**config.mk**
```make
export PLATFORM = sky130hd
export DESIGN_NAME = fwd_hazard_ctrl
export DESIGN_NICKNAME = d
export VERILOG_FILES = /design/src/rtl/fwd_hazard_ctrl.sv
export SDC_FILE = /design/constraint.sdc
export NUM_CORES = 1
export LEC_CHECK = 0
export ABC_AREA = 1
export BUFFER_PORTS_ARGS = -buffer_cell sky130_fd_sc_hd__buf_2
export CORE_MARGIN = 3
export CORE_UTILIZATION = 45
export CTS_BUF_LIST = sky130_fd_sc_hd__clkbuf_8 sky130_fd_sc_hd__clkbuf_16
export CTS_CLUSTER_DIAMETER = 120
export CTS_CLUSTER_SIZE = 30
export DETAILED_ROUTE_END_ITERATION = 16
export GPL_TIMING_DRIVEN = 1
export PLACE_DENSITY = 0.92
export SLEW_MARGIN = 30
export SYNTH_ARGS = -nofsm -noshare
export SYNTH_HDL_FRONTEND = slang
export SYNTH_SLANG_ARGS = --single-unit
```
**constraint.sdc**
```tcl
create_clock -name clk -period 1.84 [get_ports clk]
set_clock_uncertainty 0.2 [all_clocks]
set_input_delay 0 -clock clk [delete_from_list [all_inputs] [get_ports clk]]
set_output_delay 0 -clock clk [all_outputs]
set_load 0.02 [all_outputs]
```
**src/rtl/fwd_hazard_ctrl.sv**
```systemverilog
// rtl/fwd_hazard_ctrl.sv - EX/MEM forwarding selects and load-use stall for the 5-stage RV32I pipeline
// Optional performance counters are built only when HAZ_PERF_CNT_EN is defined.
module fwd_hazard_ctrl #(
  parameter int REG_AW = 5,
  parameter int CNT_W  = 32
) (
  input  logic              clk,
  input  logic              rst,
  input  logic              id_valid,
  input  logic [REG_AW-1:0] id_rs1,
  input  logic [REG_AW-1:0] id_rs2,
  input  logic              id_use_rs1,
  input  logic              id_use_rs2,
  input  logic [REG_AW-1:0] id_rd,
  input  logic              id_wr_rd,
  input  logic              id_is_load,
  input  logic              mem_stall,
  input  logic              flush,
  output logic [1:0]        rs1mux_sel,
  output logic [1:0]        rs2mux_sel,
  output logic              load_use_stall,
  output logic [CNT_W-1:0]  stall_cnt,
  output logic [CNT_W-1:0]  fwd_cnt
);

  localparam logic [1:0] SEL_RS  = 2'b00;
  localparam logic [1:0] SEL_ALU = 2'b01;
  localparam logic [1:0] SEL_WB  = 2'b10;

  logic              r_ex_v, r_ex_wr, r_ex_ld;
  logic [REG_AW-1:0] r_ex_rd;
  logic              r_mem_v, r_mem_wr;
  logic [REG_AW-1:0] r_mem_rd;
  logic [1:0]        r_rs1_sel, r_rs2_sel;

  logic       w_ex_m1, w_ex_m2, w_mem_m1, w_mem_m2;
  logic       w_hazard;
  logic [1:0] w_rs1_nxt, w_rs2_nxt;

  // x0 is hard-wired zero, so it never produces a forwarding or stall match
  assign w_ex_m1  = r_ex_v  & r_ex_wr  & (r_ex_rd  == id_rs1) & (id_rs1 != '0);
  assign w_ex_m2  = r_ex_v  & r_ex_wr  & (r_ex_rd  == id_rs2) & (id_rs2 != '0);
  assign w_mem_m1 = r_mem_v & r_mem_wr & (r_mem_rd == id_rs1) & (id_rs1 != '0);
  assign w_mem_m2 = r_mem_v & r_mem_wr & (r_mem_rd == id_rs2) & (id_rs2 != '0);

  assign w_hazard = id_valid & r_ex_ld &
                    ((id_use_rs1 & w_ex_m1) | (id_use_rs2 & w_ex_m2));
  assign load_use_stall = w_hazard & ~mem_stall & ~flush;

  always_comb begin
    w_rs1_nxt = SEL_RS;
    w_rs2_nxt = SEL_RS;
    if (id_use_rs1) begin
      if (w_ex_m1)       w_rs1_nxt = SEL_ALU;
      else if (w_mem_m1) w_rs1_nxt = SEL_WB;
    end
    if (id_use_rs2) begin
      if (w_ex_m2)       w_rs2_nxt = SEL_ALU;
      else if (w_mem_m2) w_rs2_nxt = SEL_WB;
    end
  end

  always_ff @(posedge clk) begin
    if (rst) begin
      r_ex_v    <= 1'b0;
      r_ex_wr   <= 1'b0;
      r_ex_ld   <= 1'b0;
      r_ex_rd   <= '0;
      r_mem_v   <= 1'b0;
      r_mem_wr  <= 1'b0;
      r_mem_rd  <= '0;
      r_rs1_sel <= SEL_RS;
      r_rs2_sel <= SEL_RS;
    end else if (!mem_stall) begin
      // The instruction in EX always moves on; only what enters EX depends on flush/stall
      r_mem_v  <= r_ex_v;
      r_mem_wr <= r_ex_wr;
      r_mem_rd <= r_ex_rd;
      if (flush || w_hazard) begin
        r_ex_v    <= 1'b0;
        r_rs1_sel <= SEL_RS;
        r_rs2_sel <= SEL_RS;
      end else begin
        r_ex_v    <= id_valid;
        r_ex_rd   <= id_rd;
        r_ex_wr   <= id_wr_rd;
        r_ex_ld   <= id_is_load;
        r_rs1_sel <= w_rs1_nxt;
        r_rs2_sel <= w_rs2_nxt;
      end
    end
  end

  assign rs1mux_sel = r_rs1_sel;
  assign rs2mux_sel = r_rs2_sel;

`ifdef HAZ_PERF_CNT_EN
  logic [CNT_W-1:0] r_stall_cnt, r_fwd_cnt;

  always_ff @(posedge clk) begin
    if (rst) begin
      r_stall_cnt <= '0;
      r_fwd_cnt   <= '0;
    end else if (!mem_stall) begin
      if (load_use_stall)
        r_stall_cnt <= r_stall_cnt + 1'b1;
      else if (!flush && ((w_rs1_nxt != SEL_RS) || (w_rs2_nxt != SEL_RS)))
        r_fwd_cnt <= r_fwd_cnt + 1'b1;
    end
  end

  assign stall_cnt = r_stall_cnt;
  assign fwd_cnt   = r_fwd_cnt;
`else
  assign stall_cnt = '0;
  assign fwd_cnt   = '0;
`endif

endmodule
```
==> results.yml <==
finish:
  register_area_um2: 392
  fillers: 345
  fin_cells: 343
  drive_gt1_share_pct: 21.9
  num_antenna_cells: 0
  nets: 322
  area_growth_pct: 8.87
  multiInputGateArea_um2: 985
logic_synthesis:
  syn_area_mm2: 0.00173
  synth.distinct_cells: 28
  synth_top_flop_cell: "dfxtp_1"
  synth-edff-count: 0
  ys.warnings.count: 0
  seq_area_frac_synth_pct: 21.9
  synthCells: 254
  synth-seq-cells: 19
  netlist_top_cells_area: "buf_4 (28%), dfxtp_1 (22%), nand2_1 (11%), inv_1 (6.3%), nor2_1 (4.3%)"
  yosys.area.top_type: "buf_4"
  synth-async-reset-ratio_pct: 0
  yosys.area.top_type_share_pct: 27.7
  syn_avg_cell_area_um2: 6.83
pwr:
  p_sw_share_pct: 36.2
  powerDensity_mw_per_mm2: 558
  power_frac_comb_pct: 29.2
  net-switching-power_uw: 381
  cellLeakagePower_nw: 0.981
  finalPower_mw: 1.05
  power_frac_seq_pct: 43.1
  vdd_drop_max_uv: 341
  clkPwrFrac_pct: 27.7
  p_int_uw: 672
critical_path:
  crit_buf_inv: 3
  crit_path_start: "r_ex_rd[3]"
  cp-start-kind: "flop"
  regToRegStartpoint: "r_ex_rd[3]"
  path_delay_family: "simple AND/OR/NAND/NOR gates"
  cp.required_ns: 1.64
  critPathKind: "reg2out"
  critical_path.cell_chain: "inv_2 > nand2_1 > nand2_1 > inv_1 > nand2_1 > nor2_2 > nand3_2 > nand2_4 > nand2_8 > nor3_4 > buf_6"
  slowest_stage: "dfxtp_4"
  critPathMaxFanout: 4
  cpMostUsedCell: "nand2_1"
  cp-end-kind: "primary output"
  critPathMaxStageDelay_ns: 0.37
  critPathArrivalTime_ns: 1.59
  ff2ff_setup_slack_ns: 0.10
timing:
  drv_slew: 0
  hold_violations: 0
  setup_violations: 0
  fin_crit_sh_pct: 97.4
  rsz0062_at_grt: "yes"
  fin_crit_ns: 1.79
  tns_ns: 0
  hold_ws_ns: 0.0693
  fmaxAchievable_ghz: 0.558
detailed_routing:
  drtAntennaViolNets: 0
  viasPerCell: 4.21
  vias: 1444
  wl_per_cell_um: 10.4
  drt_pre_antenna_iters: 4
  wirelength_mm: 3.56
  initialDrtViolationCount: 86
  route.detailed.drc: 0
floorplan:
  core_area_mm2: 0.00352
  initial_core_util_pct: 49.3
  die-area_mm2: 0.00463
  die_y_um: 68.1
  num_rows: 21
  die_x_um: 68.1
  io_pins: 93
placement:
  gp_congestion: 0.964
  place_inst: 324
  portBuffers: 28
  hpwl_mm: 2.70
global_route:
  grt_overflow_total: 0
  grt_max_degree: 17
  grt_usage_pct: 16.0
  grt_pass1_vias: 1275
  grt_pass1_wl_mm: 5.62
  grt_antenna_before_repair: 0
cts:
  cts_tree: "yes"
  cts_buffers: 3
  cts.sinks: 19
  clock_path_buffers: 2
  h-tree-depth: 1
  cts_root_buf: "clkbuf_8"
  worst_skew_pair.late_latency_ns: 0.26
  path_clk_slew_ns: 0.07
hold_path:
  hold_path.class: "in2reg"
  hold_start: "id_rs1[1]"
job:
  max_cap_viol_count: 0
status:
  status: "complete, no violations"
-- power by group through the flow --
stage / Clock, mW / Combinational (mW) / Sequential (mW)
2_1_floorplan: 0 / 0.330 / 0.456
3_3_place_gp: 0 / 0.274 / 0.460
3_5_place_dp: 0 / 0.278 / 0.462
4_1_cts: 0.298 / 0.302 / 0.453
5_1_grt: 0.317 / 0.347 / 0.457
6_report: 0.291 / 0.308 / 0.454
-- per-stage QoR --
step	setup WS [ns]	utilization, %	instance area (µm²)
2_1_floorplan	0.266	-	1970
3_3_place_gp	0.199	46.8	1650
3_5_place_dp	0.135	46.8	1650
4_1_cts	0.0411	53.2	1870
5_1_grt	-0.0535	53.6	1890
6_report	0.0486	53.6	1890
-- cells by family (layout without fill, tap and decap cells) --
kind of cell           Yosys count  count (layout)  share of synthesized area (%)
buffers and inverters           97              77                           36.8
AO/OA/AOI/OAI                   27              27                           8.66
other                            1              64                          0.216
flip-flops                      19              19                           21.9
XOR/XNOR                         7               7                           3.54
AND/OR/NAND/NOR                103             103                           28.9
-- final timing paths --
check,cells after the start,endpoint
min,8,rs1mux_sel[1]
min reg2reg,2,rs1mux_sel[1]
max,11,load_use_stall
max reg2reg,13,r_ex_rd[3]
-- registers in the layout, indices dropped and copies added (netlist names) --
register and count:
rs2mux_sel 2, r_mem_rd 5, r_mem_wr 1, r_ex_wr 1
r_ex_v 1, rs1mux_sel 2, r_mem_v 1, r_ex_ld 1
r_ex_rd 5
-- repair_timing --
action / 4_1_cts / 5_1_grt
pin swaps: 1 / 2
hold endpoints to repair: 15 / 0
setup endpoints to repair: 1 / 10
resized for setup: 10 / 7
hold buffers: 13 / 0
setup buffers: 2 / 0
-- synthesized netlist by cell type (2+ instances only) --
library cell,instances
a21oi_1,14
nor2_2,3
nand2_2,2
nand3b_1,3
dfxtp_1,19
nand2_1,49
nand3_1,12
xnor2_1,6
o21ai_0,7
nand3_2,7
o21ai_1,2
a21oi_2,4
inv_1,29
nor2_1,20
buf_4,64
-- worst min-delay path, cell delays in order --
cell and delay [ns]:
buf_2 0.10, nand2_1 0.05, nand3_1 0.07, nor2_1 0.05, nand2_1 0.06, nor2_1 0.04
nand3_2 0.06, a21oi_1 0.05
-- layout make-up --
cell class	instances	area share (%)
well taps	46	3.05
inverters	29	5.77
repair buffers	44	15.8
clock buffers	3	2.19
clock inverters	1	0.265
multi-input cells	201	52.2
flip-flops and latches	19	20.7
-- per-layer routing --
metal | global-route usage, % | routed length, µm
met3 | 2.79 | 299
met4 | 5.21 | 34
met5 | 0 | 0
met1 | 18.6 | 1360
met2 | 29.4 | 1870
-- placed cells by master, fill, tap and decap left out, drive strengths merged --
master and count:
a21oi 18, and2 2, buf 31, clkbuf 3
clkinv 1, conb 64, dfxtp 19, dlygate4sd3 13
inv 29, nand2 52, nand3 19, nand3b 3
nor2 24, nor3 2, o21ai 9, or2 1
xnor2 6, xor2 1
No activity file was read; power rests on OpenSTA's default activity.
